$ cat src/rtl/ps2_kbd_pkg.sv
// ps2_kbd_pkg: shared FSM state type and PS/2 Set-2 scan-code constants.
// Contents: state_t (S_IDLE, S_EXT, S_BRK, S_HOLD) and the prefix, error and modifier codes.
package ps2_kbd_pkg;
    typedef enum logic [1:0] {S_IDLE, S_EXT, S_BRK, S_HOLD} state_t;
    localparam logic [7:0] SC_E0     = 8'hE0;
    localparam logic [7:0] SC_F0     = 8'hF0;
    localparam logic [7:0] SC_ERR0   = 8'h00;
    localparam logic [7:0] SC_ERR1   = 8'hFF;
    localparam logic [7:0] SC_LSHIFT = 8'h12;
    localparam logic [7:0] SC_RSHIFT = 8'h59;
    localparam logic [7:0] SC_CTRL   = 8'h14;
    localparam logic [7:0] SC_ALT    = 8'h11;
    localparam logic [7:0] SC_CAPS   = 8'h58;
endpackage

$ cat src/rtl/ps2_kbd_modtrack.sv
// ps2_kbd_modtrack: modifier level tracking and caps-lock toggle, driven by emitted key events.
// Ports: clk, clrn (async active-low reset), i_emit (event strobe), i_code/i_brk/i_ext (event fields),
//        o_mods = {caps_lock, alt, ctrl, shift}.
module ps2_kbd_modtrack
    import ps2_kbd_pkg::*;
(
    input  logic       clk,
    input  logic       clrn,
    input  logic       i_emit,
    input  logic [7:0] i_code,
    input  logic       i_brk,
    input  logic       i_ext,
    output logic [3:0] o_mods
);
    logic r_lshift, r_rshift, r_ctrl, r_alt, r_caps;
    // Shift and caps keys are never E0-prefixed; E0 12 is the fake shift some keys send.
    logic w_plain;
    assign w_plain = i_emit & ~i_ext;
    always_ff @(posedge clk or negedge clrn) begin
        if (!clrn) begin
            r_lshift <= 1'b0;
            r_rshift <= 1'b0;
            r_ctrl   <= 1'b0;
            r_alt    <= 1'b0;
            r_caps   <= 1'b0;
        end else begin
            if (w_plain && i_code == SC_LSHIFT) r_lshift <= ~i_brk;
            if (w_plain && i_code == SC_RSHIFT) r_rshift <= ~i_brk;
            if (i_emit && i_code == SC_CTRL) r_ctrl <= ~i_brk;
            if (i_emit && i_code == SC_ALT) r_alt <= ~i_brk;
            if (w_plain && !i_brk && i_code == SC_CAPS) r_caps <= ~r_caps;
        end
    end
    assign o_mods = {r_caps, r_alt, r_ctrl, r_lshift | r_rshift};
endmodule

$ cat src/rtl/ps2_kbd_ctrl.sv
// ps2_kbd_ctrl: drains the PS/2 receiver FIFO, parses Set-2 E0/F0 sequences into key events.
// Ports: clk, clrn (async active-low reset); receiver side kb_ready, kb_data, kb_overflow, kb_rdn;
//        event side ev_valid, ev_code, ev_brk, ev_ext, ev_ack; mods, err, err_clr.
// Build option: define KBD_REPEAT_FILTER_EN to suppress typematic repeats of the held key.
module ps2_kbd_ctrl
    import ps2_kbd_pkg::*;
#(
    parameter int TIMEOUT_CYCLES = 200000,
    parameter int TW             = 18
)(
    input  logic       clk,
    input  logic       clrn,
    input  logic       kb_ready,
    input  logic [7:0] kb_data,
    input  logic       kb_overflow,
    output logic       kb_rdn,
    output logic       ev_valid,
    output logic [7:0] ev_code,
    output logic       ev_brk,
    output logic       ev_ext,
    input  logic       ev_ack,
    output logic [3:0] mods,
    output logic       err,
    input  logic       err_clr
);
    state_t        r_state;
    logic [TW-1:0] r_cnt;
    logic          r_ext;
    logic          r_ev_valid, r_ev_brk, r_ev_ext, r_err;
    logic [7:0]    r_ev_code;
    logic          w_fetch, w_e0, w_f0, w_errcode, w_pend, w_tmo;
    logic          w_make, w_brk, w_bad, w_rep, w_emit, w_make_ext;
    // Gating with clrn keeps the strobe idle while reset is held.
    assign w_fetch    = clrn & kb_ready & (r_state != S_HOLD);
    assign kb_rdn     = ~w_fetch;
    assign w_e0       = kb_data == SC_E0;
    assign w_f0       = kb_data == SC_F0;
    assign w_errcode  = (kb_data == SC_ERR0) | (kb_data == SC_ERR1);
    assign w_pend     = (r_state == S_EXT) | (r_state == S_BRK);
    assign w_tmo      = w_pend & ~w_fetch & (r_cnt == TW'(TIMEOUT_CYCLES - 1));
    assign w_make     = w_fetch & ~w_e0 & ~w_f0 &
                        (((r_state == S_IDLE) & ~w_errcode) | (r_state == S_EXT));
    assign w_brk      = w_fetch & (r_state == S_BRK) & ~w_e0 & ~w_f0;
    assign w_bad      = w_fetch & (r_state == S_BRK) & (w_e0 | w_f0);
    assign w_make_ext = r_state == S_EXT;
    assign w_emit     = w_brk | (w_make & ~w_rep);
`ifdef KBD_REPEAT_FILTER_EN
    logic       r_held_v;
    logic [8:0] r_held;
    assign w_rep = w_make & r_held_v & (r_held == {w_make_ext, kb_data});
    always_ff @(posedge clk or negedge clrn) begin
        if (!clrn) begin
            r_held_v <= 1'b0;
            r_held   <= '0;
        end else if (w_make && !w_rep) begin
            r_held_v <= 1'b1;
            r_held   <= {w_make_ext, kb_data};
        end else if (w_brk && r_held == {r_ext, kb_data}) begin
            r_held_v <= 1'b0;
        end
    end
`else
    assign w_rep = 1'b0;
`endif
    always_ff @(posedge clk or negedge clrn) begin
        if (!clrn) begin
            r_state    <= S_IDLE;
            r_cnt      <= '0;
            r_ext      <= 1'b0;
            r_ev_valid <= 1'b0;
            r_ev_code  <= 8'h00;
            r_ev_brk   <= 1'b0;
            r_ev_ext   <= 1'b0;
            r_err      <= 1'b0;
        end else begin
            // A set condition in the same cycle as err_clr keeps err high.
            r_err <= (kb_overflow | w_tmo | w_bad) ? 1'b1 : err_clr ? 1'b0 : r_err;
            r_cnt <= (w_pend && !w_fetch && !w_tmo) ? r_cnt + TW'(1) : '0;
            if (w_emit) begin
                r_state    <= S_HOLD;
                r_ev_valid <= 1'b1;
                r_ev_code  <= kb_data;
                r_ev_brk   <= w_brk;
                r_ev_ext   <= w_brk ? r_ext : w_make_ext;
            end else if (w_tmo || w_bad || w_rep) begin
                r_state <= S_IDLE;
            end else if (w_fetch && w_e0 && r_state != S_BRK) begin
                r_state <= S_EXT;
                r_ext   <= 1'b1;
            end else if (w_fetch && w_f0 && r_state != S_BRK) begin
                r_state <= S_BRK;
                r_ext   <= w_make_ext;
            end else if (r_state == S_HOLD && ev_ack) begin
                r_state    <= S_IDLE;
                r_ev_valid <= 1'b0;
            end
        end
    end
    ps2_kbd_modtrack u_modtrack (
        .clk    (clk),
        .clrn   (clrn),
        .i_emit (w_emit),
        .i_code (kb_data),
        .i_brk  (w_brk),
        .i_ext  (w_brk ? r_ext : w_make_ext),
        .o_mods (mods)
    );
    assign ev_valid = r_ev_valid;
    assign ev_code  = r_ev_code;
    assign ev_brk   = r_ev_brk;
    assign ev_ext   = r_ev_ext;
    assign err      = r_err;
endmodule

$ cat config.mk
export PLATFORM = sky130hd
export DESIGN_NAME = ps2_kbd_ctrl
export DESIGN_NICKNAME = d
export VERILOG_FILES = /design/src/rtl/ps2_kbd_pkg.sv /design/src/rtl/ps2_kbd_modtrack.sv /design/src/rtl/ps2_kbd_ctrl.sv
export SDC_FILE = /design/constraint.sdc
export NUM_CORES = 1
export LEC_CHECK = 0
export CORE_ASPECT_RATIO = 1.75
export CORE_UTILIZATION = 40
export DETAILED_ROUTE_END_ITERATION = 7
export SYNTH_ARGS = -nofsm -noshare
export SYNTH_HDL_FRONTEND = slang
export SYNTH_HIERARCHICAL = 1
export SYNTH_SLANG_ARGS = --single-unit
$ cat constraint.sdc
create_clock -name clk -period 5 [get_ports clk]
set_input_delay 0.75 -clock clk [delete_from_list [all_inputs] [get_ports clk]]
set_output_delay 0.75 -clock clk [all_outputs]
set_load 0.05 [all_outputs]
==> flow_metrics.env, run 1 <==
export IMPL_outcome="finished clean"
export IMPL_synth_mux_area_frac=0.0859
export IMPL_switchingPower_uw=505
export IMPL_fillCellCount=460
export IMPL_antenna_found_initial=0
export IMPL_tightest_slew_ns=0.539
export IMPL_yosysSeqAreaShare=0.466
export IMPL_slew_headroom=0.639
export IMPL_synth_fa_ha_area_frac=0.0307
export IMPL_tritoncts="built"
export IMPL_num_antenna_cells=0
export IMPL_layout_drive_gt1_share=0.141
export IMPL_ctsHoldBuffers=0
export IMPL_placed_area_um2=2370
export IMPL_synth_top_area_cell="dfrtp_1"
export IMPL_cts_root_buffer="clkbuf_8"
export IMPL_htreeDepth=2
export IMPL_clk_latency_ns=0.30
export IMPL_synth_top_family_by_area="simple AND/OR/NAND/NOR gates"
export IMPL_synth_compound_area_frac=0.0914
export IMPL_crit_path_frequent_cell="clkdlybuf4s50_1"
export IMPL_powerDensity_nw_per_um2=517
export IMPL_drc=0
export IMPL_p_comb_frac=0.434
export IMPL_io_pins=31
export IMPL_final_common_cell="dfrtp_1"
export IMPL_final_cell_mix="dfrtp_1, clkdlybuf4s50_1, nor2_1"
export IMPL_dp_cells=266
export IMPL_first_pass_iters=4
export IMPL_cp_slowest_cell="clkdlybuf4s50_1"
export IMPL_synth_top_area_share=0.466
export IMPL_end_kind="output pin"
export IMPL_drt_iter0_drc=57
export IMPL_cts_sinks=38
export IMPL_path_class="primary input to output pin"
export IMPL_track_usage=0.187
export IMPL_areaGrowthSynthToFinish_pct=22.8
export IMPL_die_w_um=56.0
export IMPL_pwr_share_seq=0.321
export IMPL_finalInstanceArea_um2=2500
export IMPL_die_area_um2=5400
export IMPL_io_buffers=30
export IMPL_dp_slack_ns=1.72
export IMPL_crit_arrival_ns=2.29
export IMPL_cts_resized_gates=0
export IMPL_gp_congestion=0.878
export IMPL_worst_slack_ns=1.96
export IMPL_grt_pass1_vias=1564
export IMPL_fp_coreArea_um2=4930
export IMPL_postCtsSetupBuffers=0
export IMPL_report_power_total_mw=1.30
export IMPL_synth_edf_count=0
export IMPL_worstPathCellList="clkdlybuf4s50_1 -> nand3b_1 -> clkdlybuf4s50_1"
export IMPL_report_final_setup_viol=0
export IMPL_chipHeight_um=96.5
export IMPL_finalHoldWorstSlack_ns=0.341
export IMPL_drtAntennaViolNets=0
export IMPL_grt_pass1_wl_mm=7.58
export IMPL_wirelength_mm=4.66
export IMPL_grt_max_degree=27
export IMPL_finalCritPeriodShare=0.608
export IMPL_rows=34
export IMPL_post_dp_hpwl_mm=3.56
export IMPL_syn_num_nets=206
export IMPL_final_util=0.508
export IMPL_clk_pin_slew_worst_paths_ns=0.08
export IMPL_synth_area_um2=2040
export IMPL_grt_overflow=0
export IMPL_maxSlewViolCount=0
export IMPL_ys_ff_latch=38
export IMPL_hp_class="primary input to async pin"
export IMPL_num_vias=1537
export IMPL_synth_xor_area_frac=0.0472
export IMPL_rsz0062_at_grt="no"
export IMPL_cp_top_family="buffers and inverters"
export IMPL_crit_path_max_incr_delay_ns=0.87
export IMPL_path_buf_inv=2
export IMPL_max_clock_freq_mhz=329
export IMPL_synth_cell_types=50
export IMPL_pwr_share_clk=0.245
export IMPL_final_cells=274
export IMPL_wl_per_cell_um=17.0
export IMPL_numCtsBuffers=5
export IMPL_start_util=0.413
export IMPL_hold_viol=0
export IMPL_final_nets=238
export IMPL_multi_input_area_um2=993
export IMPL_clock_path_buffers=2
export IMPL_max_cap_violations=0
export IMPL_synth_async_sr_flop_share=1.00
export IMPL_synthTopCellsByArea="dfrtp_1, mux2_4, xor2_1"
export IMPL_min_period_ns=3.04
export IMPL_setup_tns_ns=0
export IMPL_synthFlopType="dfrtp_1"
export IMPL_synthSimpleGateAreaFrac=0.232
export IMPL_regArea_um2=951
export IMPL_synth_cells=187
export IMPL_crit_path_start_kind="primary input"
export IMPL_p_int_uw=790
export IMPL_p_sw_frac=0.390
export IMPL_vias_per_cell=5.61
export IMPL_skew_ns=0.0115
export IMPL_worstPathRequired_ns=4.25
export IMPL_cellLeakagePower_nw=1.06
export IMPL_peakVddDrop_mv=0.410
export IMPL_critPathMaxFanout=4
export IMPL_ys_warnings_count=6
export IMPL_synth_area_per_cell_um2=10.9
-- state kept, by name (all words and copies together), names as in the netlist --
register and count:
r_ext 1, r_cnt 18, u_modtrack/r_ctrl 1, ev_code 8, ev_ext 1, u_modtrack/r_lshift 1
u_modtrack/r_rshift 1, err 1, ev_valid 1, u_modtrack/r_alt 1, ev_brk 1, r_state 2
u_modtrack/r_caps 1
-- power groups by stage --
stage | combinational [mW] | clock, mW | sequential [mW]
after floorplan | 0.232 | 0 | 0.574
after global placement | 0.560 | 0 | 0.421
after detailed placement | 0.567 | 0 | 0.422
after CTS | 0.569 | 0.326 | 0.417
after global routing | 0.602 | 0.337 | 0.426
final | 0.562 | 0.317 | 0.416
-- final timing paths --
kind,cells after the start,start,to,slack (ns)
max,3,kb_ready,kb_rdn,1.96
min,1,clrn,ev_brk,0.34
max reg2reg,8,r_state[0],u_modtrack/r_lshift,2.44
min reg2reg,1,r_cnt[0],r_cnt[0],0.48
max in group asynchronous,2,clrn,r_cnt[9],4.00
min in group clk,1,r_cnt[0],r_cnt[0],0.48
-- layout make-up --
type,count,area share
clock buffers,5,0.0275
well taps,54,0.0270
inverters,10,0.0150
multi-input cells,131,0.397
repair buffers,33,0.127
clock inverters,3,0.0275
flip-flops and latches,38,0.380
-- worst reg2reg max path, delay by kind of cell, from the launching register on --
family / cells / cell delay, ns
AOI/OAI and AO/OA: 1 / 0.44
muxes: 2 / 0.49
DFF: 1 / 0.43
and+or+nand+nor: 3 / 0.74
buffers and inverters: 1 / 0.10
adders and majority gates: 1 / 0.25
-- kinds of logic after synthesis --
| kind of cell | count (synthesis) |
|---|---|
| simple gates | 78 |
| fa+ha+maj | 5 |
| buf+inv | 18 |
| compound gates | 23 |
| xor+xnor | 11 |
| flops | 38 |
| mux | 14 |
-- synth_stat cells (2+ instances only) --
master	n
and2_1	2
o311a_1	2
nand2_1	9
clkbuf_1	2
dfrtp_1	38
or3_1	4
nand3_1	10
nor3_1	3
buf_6	2
nor2_1	16
ha_1	5
nor4bb_1	2
nand4b_1	3
xor2_1	9
xnor2_1	2
mux2i_1	4
o31ai_1	2
o21ai_0	4
mux2_2	4
nor4b_1	2
mux2_4	6
or4_1	4
buf_4	3
nand4_1	7
and3_1	3
inv_1	10
a21oi_1	6
-- layer usage --
layer	GRT usage	vias up	part of all wire	routed length, um
met5	0	-	0	0
met3	0.0426	10	0.032	151
met4	0.0833	0	0.023	109
met1	0.174	747	0.35	1640
li1	-	735	-	-
met2	0.377	45	0.59	2760
(Power assumes the default switching activity.)
==> inputs of run 2 (changes only) <==
==> constraint.sdc (replaced) <==
create_clock -name clk -period 2.9 [get_ports clk]
set_input_delay 0.435 -clock clk [delete_from_list [all_inputs] [get_ports clk]]
set_output_delay 0.435 -clock clk [all_outputs]
set_load 0.05 [all_outputs]
==> run 2 against run 1 <==
Cell count up 2.6%. Design area up 2.2%. Register-to-register slack worse by 2.0 ns. Wire length increased by 0.34%. Sequential power up 71%. Combinational power rose by 73%. Largest cell class unchanged.
==> flow_metrics.env, run 2 (synthesis gave the netlist of run 1 again) <==
export IMPL_outcome="finished clean"
export IMPL_first_pass_iters=4
export IMPL_final_nets=245
export IMPL_numCtsBuffers=5
export IMPL_rsz0062_at_grt="no"
export IMPL_finalCritPeriodShare=0.922
export IMPL_track_usage=0.192
export IMPL_clk_pin_slew_worst_paths_ns=0.07
export IMPL_crit_path_start_kind="primary input"
export IMPL_reg2regPathDepth=8
export IMPL_finalInstanceArea_um2=2560
export IMPL_tightest_slew_ns=0.512
export IMPL_max_cap_violations=0
export IMPL_clk_latency_ns=0.30
export IMPL_grt_overflow=0
export IMPL_critPathMaxFanout=6
export IMPL_wl_per_cell_um=16.7
export IMPL_powerDensity_nw_per_um2=871
export IMPL_cts_root_buffer="clkbuf_8"
export IMPL_gp_congestion=0.806
export IMPL_largest_reg_flops=18
export IMPL_cts_resized_gates=0
export IMPL_start_util=0.413
export IMPL_report_final_setup_viol=0
export IMPL_io_buffers=30
export IMPL_regArea_um2=951
export IMPL_hp_class="primary input to async pin"
export IMPL_path_class="primary input to output pin"
export IMPL_crit_arrival_ns=2.24
export IMPL_rows=34
export IMPL_vias_per_cell=5.67
export IMPL_final_common_cell="dfrtp_1"
export IMPL_areaGrowthSynthToFinish_pct=25.5
export IMPL_antenna_found_initial=0
export IMPL_hold_viol=0
export IMPL_cellLeakagePower_nw=1.09
export IMPL_layout_drive_gt1_share=0.163
export IMPL_end_kind="output pin"
export IMPL_grt_pass1_wl_mm=7.90
export IMPL_clock_path_buffers=2
export IMPL_placed_area_um2=2410
export IMPL_final_cell_mix="dfrtp_1, clkdlybuf4s50_1, nor2_1"
export IMPL_drc=0
export IMPL_cts_sinks=38
export IMPL_num_antenna_cells=0
export IMPL_multi_input_area_um2=993
export IMPL_fillCellCount=451
export IMPL_postCtsSetupBuffers=0
export IMPL_skew_ns=0.00769
export IMPL_ctsHoldBuffers=1
export IMPL_cp_slowest_cell="clkdlybuf4s50_1"
export IMPL_drt_iter0_drc=65
export IMPL_crit_path_max_incr_delay_ns=0.86
export IMPL_setup_tns_ns=0
export IMPL_wirelength_mm=4.68
export IMPL_min_period_ns=2.67
export IMPL_slew_headroom=0.658
export IMPL_rr_startpoint="r_state[0]"
export IMPL_worstPathRequired_ns=2.47
export IMPL_fp_coreArea_um2=4930
export IMPL_die_area_um2=5400
export IMPL_post_dp_hpwl_mm=3.52
export IMPL_io_pins=31
export IMPL_max_clock_freq_mhz=374
export IMPL_maxSlewViolCount=0
export IMPL_peakVddDrop_mv=0.574
export IMPL_drtAntennaViolNets=0
export IMPL_top_register="r_cnt"
export IMPL_worstPathCellList="dlygate4sd3_1 -> buf_2 -> nand3b_1 -> clkdlybuf4s50_1"
export IMPL_grt_max_degree=25
export IMPL_r2r_end="u_modtrack/r_lshift"
export IMPL_grt_pass1_vias=1671
export IMPL_num_vias=1594
export IMPL_final_util=0.519
export IMPL_tritoncts="built"
export IMPL_ff2ff_setup_slack_ns=0.42
export IMPL_htreeDepth=2
export IMPL_chipHeight_um=96.5
export IMPL_die_w_um=56.0
[run 2: metrics by stage]
stage / hold slack (ns) / power [mW] / std cells / worst slack [ns]
after CTS: 0.472 / 2.26 / 281 / 0.228
after detailed placement: 0.259 / 1.70 / 272 / 0.163
after global routing: 0.485 / 2.35 / 281 / 0.184
after floorplan: 0.139 / 1.39 / 187 / 0.356
after global placement: 0.252 / 1.68 / 272 / 0.241
final: 0.482 / 2.23 / 281 / 0.227
[run 2: power breakdown]
group          switching (mW)  total (mW)  internal (mW)  leakage [nW]
logic                   0.590       0.974          0.384         0.547
registers              0.0707       0.710          0.639         0.478
clock network           0.201       0.546          0.345        0.0683
[run 2: routing by layer]
layer	track usage	share of wire	vias to the layer above
met5	0	0	-
met2	0.384	0.59	37
li1	-	-	751
met4	0.0833	0.018	0
met1	0.190	0.36	797
met3	0.0333	0.032	9
[run 2: critical path: cells and delay by family]
| family | cells | cell delay [ns] |
|---|---|---|
| buf+inv | 3 | 1.56 |
| simple gates | 1 | 0.25 |
[run 2: worst max path at each step]
stage / start / endpoint / slack, ns / depth (start not counted)
floorplan: r_state[0] / u_modtrack/r_rshift / 0.36 / 7
global placement: kb_data[0] / u_modtrack/r_lshift / 0.24 / 7
detailed placement: kb_data[3] / u_modtrack/r_ctrl / 0.16 / 8
CTS: clrn / kb_rdn / 0.23 / 4
global route: clrn / kb_rdn / 0.18 / 4
finish: clrn / kb_rdn / 0.23 / 4
[run 2: layout make-up]
class | instances | area share
inverters | 10 | 0.0147
flip-flops and latches | 38 | 0.371
repair buffers | 40 | 0.146
clock buffers | 5 | 0.0269
clock inverters | 3 | 0.0269
well taps | 54 | 0.0264
multi-input cells | 131 | 0.388
